### config.mk
export PLATFORM = sky130hd
export DESIGN_NAME = packet_sink
export DESIGN_NICKNAME = d
export VERILOG_FILES = /design/src/rtl/packet_sink_pkg.sv /design/src/rtl/packet_sink_fifo.sv /design/src/rtl/packet_sink.sv
export SDC_FILE = /design/constraint.sdc
export NUM_CORES = 1
export LEC_CHECK = 0
export ABC_AREA = 1
export ABC_CLOCK_PERIOD_IN_PS = 8490
export BUFFER_PORTS_ARGS = -buffer_cell sky130_fd_sc_hd__buf_2
export CORE_MARGIN = 5
export CORE_UTILIZATION = 50
export CTS_BUF_LIST = sky130_fd_sc_hd__clkbuf_8
export CTS_CLUSTER_SIZE = 20
export DETAILED_ROUTE_END_ITERATION = 12
export GPL_TIMING_DRIVEN = 1
export PLACE_DENSITY_LB_ADDON = 0.2
export SLEW_MARGIN = 20
export SYNTH_ARGS = -nofsm -noshare
export SYNTH_HDL_FRONTEND = slang
export SYNTH_SLANG_ARGS = --single-unit
### constraint.sdc
create_clock -name clk -period 8.49 [get_ports clk]
set_clock_uncertainty 0.2 [all_clocks]
set_input_delay 0.849 -clock clk [delete_from_list [all_inputs] [get_ports clk]]
set_output_delay 0.849 -clock clk [all_outputs]
set_load 0.05 [all_outputs]
### src/rtl/packet_sink_pkg.sv
// packet_sink_pkg: shared link constants, FSM state type and flit-slice helper
package packet_sink_pkg;
    localparam int DEF_FLIT_WIDTH = 32;
    localparam int DEF_FLITS_PER_PACKET = 5;
    localparam int DEF_PACKET_WIDTH = DEF_FLIT_WIDTH * DEF_FLITS_PER_PACKET;
    localparam logic [1:0] DP_RESET = 2'b10;
    typedef enum logic {IDLE, RECV} state_t;
    function automatic int flit_base(input int i, input int w);
        return i * w;
    endfunction
endpackage

### src/rtl/packet_sink_fifo.sv
// packet_sink_fifo: circular register FIFO holding complete packets
module packet_sink_fifo #(
    parameter int DEPTH = 4,
    parameter int WIDTH = 160
) (
    input  logic             clk,
    input  logic             reset,
    input  logic             push,
    input  logic             pop,
    input  logic [WIDTH-1:0] din,
    output logic [WIDTH-1:0] dout,
    output logic             full,
    output logic             empty
);
    localparam int AW = DEPTH > 1 ? $clog2(DEPTH) : 1;
    localparam int NW = $clog2(DEPTH + 1);
    logic [WIDTH-1:0] mem [DEPTH];
    logic [AW-1:0] rd, wr;
    logic [NW-1:0] occupancy;
    logic do_push, do_pop;
    // a pop on the same edge frees the slot, so a push into a full buffer is still accepted
    always_comb begin
        full = occupancy == NW'(DEPTH);
        empty = occupancy == '0;
        do_pop = pop && !empty;
        do_push = push && (!full || do_pop);
        dout = empty ? '0 : mem[rd];
    end
    always_ff @(posedge clk or posedge reset) begin
        if (reset) begin
            rd <= '0;
            wr <= '0;
            occupancy <= '0;
        end else begin
            if (do_push) wr <= wr == AW'(DEPTH - 1) ? '0 : wr + AW'(1);
            if (do_pop) rd <= rd == AW'(DEPTH - 1) ? '0 : rd + AW'(1);
            if (do_push != do_pop) occupancy <= do_push ? occupancy + NW'(1) : occupancy - NW'(1);
        end
    end
    always_ff @(posedge clk) begin
        if (do_push) mem[wr] <= din;
    end
endmodule

### src/rtl/packet_sink.sv
// packet_sink: NoC link receiver assembling flits into packets with credit return
module packet_sink
    import packet_sink_pkg::*;
#(
    parameter int CREDITS = 4,
    parameter int FLIT_WIDTH = DEF_FLIT_WIDTH,
    parameter int FLITS_PER_PACKET = DEF_FLITS_PER_PACKET,
    localparam int PACKET_WIDTH = FLIT_WIDTH * FLITS_PER_PACKET
) (
    input  logic                    clk,
    input  logic                    reset,
    input  logic [1:0]              diff_pair_in,
    input  logic [FLIT_WIDTH-1:0]   channel_in,
    output logic                    credit_out,
    output logic                    pkt_valid,
    output logic [PACKET_WIDTH-1:0] pkt_data,
    input  logic                    pkt_ready,
    output logic                    overflow_err,
    output logic                    framing_err
);
    localparam int CW = $clog2(FLITS_PER_PACKET);
    localparam int AB = FLIT_WIDTH * (FLITS_PER_PACKET - 1);
    localparam logic [CW-1:0] LAST = CW'(FLITS_PER_PACKET - 1);
    state_t state, state_n;
    logic [1:0] dp_prev;
    logic [CW-1:0] count, count_n, slot;
    logic [AB-1:0] asm_q;
    logic legal, start, capture, push, pop, full, empty;
    // the last flit bypasses the assembly register straight into the buffer
    always_comb begin
        legal = diff_pair_in[1] ^ diff_pair_in[0];
        start = legal && diff_pair_in != dp_prev;
        pkt_valid = !empty;
        pop = pkt_valid && pkt_ready;
        state_n = state;
        count_n = count;
        capture = 1'b0;
        push = 1'b0;
        if (start) begin
            state_n = RECV;
            count_n = CW'(1);
            capture = 1'b1;
        end else if (state == RECV) begin
            capture = 1'b1;
            push = count == LAST;
            state_n = push ? IDLE : RECV;
            count_n = push ? '0 : count + CW'(1);
        end
        slot = start ? '0 : count;
    end
    always_ff @(posedge clk or posedge reset) begin
        if (reset) begin
            state <= IDLE;
            count <= '0;
            dp_prev <= DP_RESET;
            asm_q <= '0;
            credit_out <= 1'b0;
            overflow_err <= 1'b0;
            framing_err <= 1'b0;
        end else begin
            state <= state_n;
            count <= count_n;
            if (legal) dp_prev <= diff_pair_in;
            credit_out <= pop;
            overflow_err <= overflow_err | (push && full && !pop);
            framing_err <= framing_err | (start && state == RECV);
            for (int i = 0; i < FLITS_PER_PACKET - 1; i++)
                if (capture && slot == CW'(i)) asm_q[flit_base(i, FLIT_WIDTH) +: FLIT_WIDTH] <= channel_in;
        end
    end
    packet_sink_fifo #(.DEPTH(CREDITS), .WIDTH(PACKET_WIDTH)) u_fifo (
        .clk(clk),
        .reset(reset),
        .push(push),
        .pop(pop),
        .din({channel_in, asm_q}),
        .dout(pkt_data),
        .full(full),
        .empty(empty)
    );
endmodule
==> qor.txt, run 1 <==
Total die area - 66000 um2
I/O pin count - 201
YS warnings - 0
Via count - 19200
HP Class - input pin to asynchronous set/reset pin
Cell area after synthesis - 30500 um2
Cells after Synth - 2443
Final Instance Count excl. Fillers - 3533
Initial core utilization - 0.505
Final Core Density - 0.572
Cts bufs inserted - 121
Skew-Pair Late Insertion Delay - 0.74 ns
Die height - 257 um
WL final - 75.9 mm
Fin. max-slew vios - 0
Clock power frac - 0.214
Global route overflow - 0
CP Max Fanout - 97
Post-synthesis net count - 2488
Reg2reg start - count[1]
Slew margin rel. - 0.258
Switching Fraction - 0.455
Core area - 60400 um2
Sequential share of power - 0.376
Drt via density - 5.43
Critical path class - flop to output pin
CTS max path bufs - 3
Final worst setup slack - 2.88 ns
Post-synth ARST share - 0.184
Vias in the first global route - 19000
Cell variety after synth - 31
Fmax - 178 MHz
Fin crit period - 5.61 ns
Fin crit share - 0.661
FF-to-FF setup slack - 4.67 ns
Filler cell count - 4909
Rows - 90
First-pass GRT wire length - 115 mm
Worst EP required - 7.44 ns
Critical path origin - u_fifo.rd[0]
Leak - 12.9 nW
Crit path DAT - 4.56 ns
Max-cap violations - 0
Place WS - 3.67 ns
Die Wd - 257 um
Placed cell count - 3300
PortBufs - 200
RSZ-0062 raised after global routing - no
Run status - finished, final reports clean
Synth Flop Type - edfxtp_1
Syn avg cell area - 12.5 um2
Layout cells sized above 1 - 0.186
Sequential area share after synthesis - 0.748
Peak VDD IR - 0.000460 V
Reg2Reg Depth - 8
# DRC - 0
Clk root buf - clkbuf_8
Placed instance area - 32000 um2
Net switching power - 6.62 mW
Int Power - 7.93 mW
Starting DRT DRC Count - 1639
CP endpoint - pkt_data[76]
TritonCTS clock tree - yes
Final setup violation count - 0
EDFF count, synth - 640
Combinational share of power - 0.410
DRT Pass-1 Iters - 6
Gr usage total - 0.225
Actual slew at the worst max-slew pin - 1.11 ns
Initial antenna violation count - 3
PD cells - 421 nW/um2
Area delta synth->final - 13.2%
DR WL/cell - 21.5 um
Post-CTS Hold Fix Bufs - 0
Final Hold Viols - 0
Final HPWL DP - 41.0 mm
#FFs+latches synth - 784
R2R Path End - u_fifo.mem[1][58]
Depth of the CTS H-tree - 3
Routability cong. - 0.753
Post-layout instance area - 34500 um2
Post-CTS resize count - 0
Clk slew on worst S/H paths - 0.06 ns
Clk sink count - 784
Largest net degree at the start of global routing - 237
Nets - 2686
WHS - 0.114 ns
Post-CTS setup buffers - 0
Crit. End Element - output pin
Crit start category - flop
Final antenna-violating net count - 0
==> worst min-delay path by stage <==
stage	from	to	slack, ns	cells after the start
floorplan	u_fifo.occupancy[0]	u_fifo.occupancy[0]	0.27	1
global placement	overflow_err	overflow_err	0.26	1
detailed placement	framing_err	framing_err	0.26	1
CTS	channel_in[19]	u_fifo.mem[1][147]	0.08	1
global route	channel_in[22]	u_fifo.mem[0][150]	0.13	1
finish	reset	asm_q[0]	0.11	2
==> flip-flops by register name (all words and copies together) (netlist names) <==
name,cells
u_fifo.occupancy,3
count,3
credit_out,1
u_fifo.mem,640
state,1
u_fifo.wr,2
overflow_err,1
framing_err,1
asm_q,128
u_fifo.rd,2
dp_prev,2
==> Yosys cell counts, types with 11 or more instances <==
master    count  area (um2)
a21oi_1     161         806
buf_2        48         240
buf_6        11         124
clkbuf_1     77         289
dfrtp_1     143        3580
edfxtp_1    640       19200
inv_1        52         195
nand2_1     120         450
nand2_2      35         219
nor2_1      654        2450
o21ai_0     358        1790
o21ai_1      34         170
o21ai_2      63         552
==> kinds of logic (layout without fill, tap and decap cells) <==
| kind of cell | Yosys count | in the layout | share of synthesized area |
|---|---|---|---|
| simple gates | 822 | 822 | 0.107 |
| flops | 784 | 784 | 0.748 |
| compound gates | 622 | 622 | 0.111 |
| buf+inv | 204 | 510 | 0.0301 |
| fa+ha+maj | 8 | 8 | 0.00328 |
| xor+xnor | 3 | 3 | 0.000862 |
| other cells | 0 | 2 | 0 |
==> power groups by stage <==
stage / Clock (mW) / Combinational (mW) / Sequential (mW)
2_1_floorplan: 0 / 4.59 / 5.33
3_3_place_gp: 0 / 5.94 / 5.51
3_5_place_dp: 0 / 5.99 / 5.54
4_1_cts: 3.18 / 6.02 / 5.47
5_1_grt: 3.36 / 6.40 / 5.55
6_report: 3.12 / 5.96 / 5.47
==> routing by layer <==
metal | global-route usage | vias to the layer above | wire (um)
li1 | - | 8944 | -
met5 | 0 | - | 0
met2 | 0.365 | 682 | 36500
met1 | 0.318 | 9470 | 32800
met3 | 0.0384 | 98 | 5020
met4 | 0.0655 | 0 | 1580
==> cell type report <==
cell class,count,area (um2),area share
timing repair buffer,222,1190,0.0345
clock inverter,82,428,0.0124
antenna,2,5.00,0.000145
inverter,57,246,0.00714
clock buffer,149,2050,0.0594
sequential,784,22800,0.661
multi-input combinational,1455,6790,0.197
tap,782,978,0.0283
==> cells in the final DEF, fill, tap and decap left out <==
cell          n
dfstp_2       1
bufinv_16     3
buf_12        2
edfxtp_1    640
diode_2       2
nor2_4        5
nor3_4        2
clkbuf_8    149
nand2_8       1
nand4_1       1
ha_1          8
clkinv_8      1
clkinv_1      9
clkinv_2     12
dfrtp_4       2
buf_4        20
inv_6         7
nand2_2      35
inv_1       103
xnor2_1       2
o21ai_1      34
xor2_1        1
nand4_4       1
a31oi_1       1
inv_2         1
o21ai_4       2
nand2_1     120
clkinvlp_4    3
buf_2       200
o21ai_2      63
a21oi_1     161
nand3_1       6
o21ai_0     358
o21bai_1      3
nand2_4       1
nor2_1      650
dfrtp_1     141
==> critical path, cell delays in order (launching register included) <==
cell	delay, ns
dfrtp_4	0.87
buf_4	0.85
buf_4	0.96
nor2_1	0.11
nor2_1	0.13
o21ai_0	0.11
a21oi_1	0.33
buf_2	0.34
==> per-stage QoR <==
step	TNS, ns	total power, mW
global placement	0	11.4
finish	0	14.6
floorplan	-200.22	9.92
detailed placement	0	11.5
CTS	0	14.7
global route	0	15.3
No activity file was read; power rests on OpenSTA's default activity.
==> run 2: changes to the inputs <==
Settings changed: ABC_CLOCK_PERIOD_IN_PS 8490 to 4500.
Clock period 8.49 ns to 4.5 ns, I/O delays scaled along.
==> run 2 against run 1 <==
Effect of this change: hold slack gained 0.089 ns; global-route usage increased by 0.56 points; total power grew 90%; combinational power is 95% higher; critical endpoint is now pkt_data[108]; largest cell class unchanged.
==> qor.txt, run 2 (synthesized netlist as in run 1, its figures left out) <==
Filler cell count - 4854 (-1.1%)
Global route overflow - 0 (unchanged)
CP Max Fanout - 127 (+31%)
I/O pin count - 201 (unchanged)
HP Class - input pin to asynchronous set/reset pin
Total die area - 66000 um2 (unchanged)
First-pass GRT wire length - 116 mm (+1.5%)
DRT Pass-1 Iters - 6 (unchanged)
Skew-Pair Late Insertion Delay - 0.78 ns (+0.04 ns)
Combinational share of power - 0.420 (+0.010)
Post-CTS resize count - 0 (unchanged)
Final Instance Count excl. Fillers - 3585 (+1.5%)
# DRC - 0 (unchanged)
Clk sink count - 784 (unchanged)
Clk root buf - clkbuf_8
Drt via density - 5.40 (-0.60%)
Core area - 60400 um2 (unchanged)
Via count - 19400 (+0.86%)
Crit start category - flop
Largest net degree at the start of global routing - 171 (-28%)
Leak - 13.1 nW (+1.7%)
Critical path origin - u_fifo.rd[0]
Final antenna-violating net count - 0 (unchanged)
Most frequent cells in the layout - nor2_1 (650), edfxtp_1 (640), o21ai_0 (358), buf_2 (200), a21oi_1 (161)
Int Power - 15.0 mW (+90%)
Rows - 90 (unchanged)
Post-CTS Hold Fix Bufs - 38 (+38)
WHS - 0.203 ns (+0.0890 ns)
RSZ-0062 raised after global routing - no
Max-cap violations - 0 (unchanged)
Crit path DAT - 3.25 ns (-1.31 ns)
PD cells - 787 nW/um2 (+87%)
Clock power frac - 0.212 (-0.002)
Fmax - 256 MHz
Actual slew at the worst max-slew pin - 1.07 ns (-0.0476 ns)
WL final - 76.5 mm (+0.86%)
TritonCTS clock tree - yes
Die Wd - 257 um (unchanged)
Fin crit period - 3.90 ns
Sequence of cells on the critical path - inv_8 > buf_12 > o21ai_0 > a21oi_1 > buf_2
Switching Fraction - 0.456 (+0.000599)
Critical path class - flop to output pin
Die height - 257 um (unchanged)
Placed cell count - 3310 (+0.30%)
Vias in the first global route - 19100 (+0.89%)
Biggest regs - u_fifo.mem (640), asm_q (128)
WP buf/inv - 3 (unchanged)
Final setup violation count - 0 (unchanged)
Fin crit share - 0.867
Final worst setup slack - 0.597 ns (-2.28 ns)
Cts bufs inserted - 130 (+7.4%)
Clk slew on worst S/H paths - 0.06 ns (about the same)
Crit. End Element - output pin
Nets - 2744 (+2.2%)
Sequential share of power - 0.368 (-0.008)
Largest reg by FF count - u_fifo.mem
Depth of the CTS H-tree - 4 (+1)
Sequential cell area - 22800 um2 (unchanged)
CP max stage delay - 0.63 ns (-0.33 ns)
Slew margin rel. - 0.290 (+0.0317)
Place WS - 1.35 ns (-2.31 ns)
Initial antenna violation count - 2 (-1)
Worst EP required - 3.85 ns (-3.59 ns)
Fin. max-slew vios - 0 (unchanged)
Area delta synth->final - 15.0%
Reg2reg start - count[1]
Run status - finished, final reports clean
Initial core utilization - 0.505 (unchanged)
Gr usage total - 0.231 (+0.00561)
Layout cells sized above 1 - 0.186 (+0.000476)
Peak VDD IR - 0.000821 V (+78%)
CTS max path bufs - 3 (unchanged)
Final Hold Viols - 0 (unchanged)
DR WL/cell - 21.3 um (-0.61%)
Critical path's slowest cell - dfrtp_4
Crit-path leading delay family - buffers and inverters
Net switching power - 12.6 mW (+90%)
Post-CTS setup buffers - 0 (unchanged)
Largest register FFs - 640 (unchanged)
PortBufs - 200 (unchanged)
Starting DRT DRC Count - 1693 (+3.3%)
Commonest non-fill, non-tap cell in the layout - nor2_1
Final HPWL DP - 41.7 mm (+1.6%)
Routability cong. - 0.766 (+1.8%)
Area of the multi-input gates - 6790 um2 (unchanged)
-- run 2: layout make-up --
type                       instances  share of cell area
clock inverter                    86              0.0118
multi-input combinational       1455               0.194
tap                              782              0.0279
inverter                          57             0.00688
timing repair buffer             271              0.0509
antenna                            2            0.000143
clock buffer                     148              0.0581
sequential                       784               0.651
-- run 2: tightest hold or removal path, delay by kind of cell --
family,cells,cell delay [ns]
buffers and inverters,3,1.24
-- run 2: final timing paths --
check	slack [ns]	cells after the start	to
setup / recovery	0.60	5	pkt_data[108]
hold / removal	0.20	3	asm_q[36]
setup reg to reg	1.41	7	u_fifo.mem[3][42]
hold reg to reg	0.30	1	overflow_err
max in group asynchronous	2.79	4	asm_q[81]
min in group clk	0.24	2	u_fifo.mem[3][129]
-- run 2: power groups by stage --
| stage | logic [mW] | registers [mW] | clock network (mW) |
|---|---|---|---|
| final | 11.6 | 10.2 | 5.84 |
| after global routing | 12.4 | 10.3 | 6.33 |
| after CTS | 11.7 | 10.2 | 5.95 |
| after detailed placement | 11.6 | 10.3 | 0 |
| after global placement | 11.5 | 10.2 | 0 |
| after floorplan | 8.66 | 10.0 | 0 |
-- run 2: metal layers --
layer / track usage / wire length, um / part of all wire
met3: 0.0527 / 5320 / 0.069
met1: 0.314 / 32300 / 0.42
met5: 0 / 13 / 0.00017
met4: 0.0653 / 1500 / 0.020
met2: 0.378 / 37400 / 0.49
-- run 2: metrics by stage --
step	power (mW)	TNS [ns]	cell area [um2]	utilization
floorplan	18.7	-922.06	30500	-
global placement	21.7	0	32200	0.534
detailed placement	21.9	0	32200	0.534
CTS	27.8	0	35100	0.581
global route	29.1	0	35100	0.581
finish	27.6	0	35100	0.581
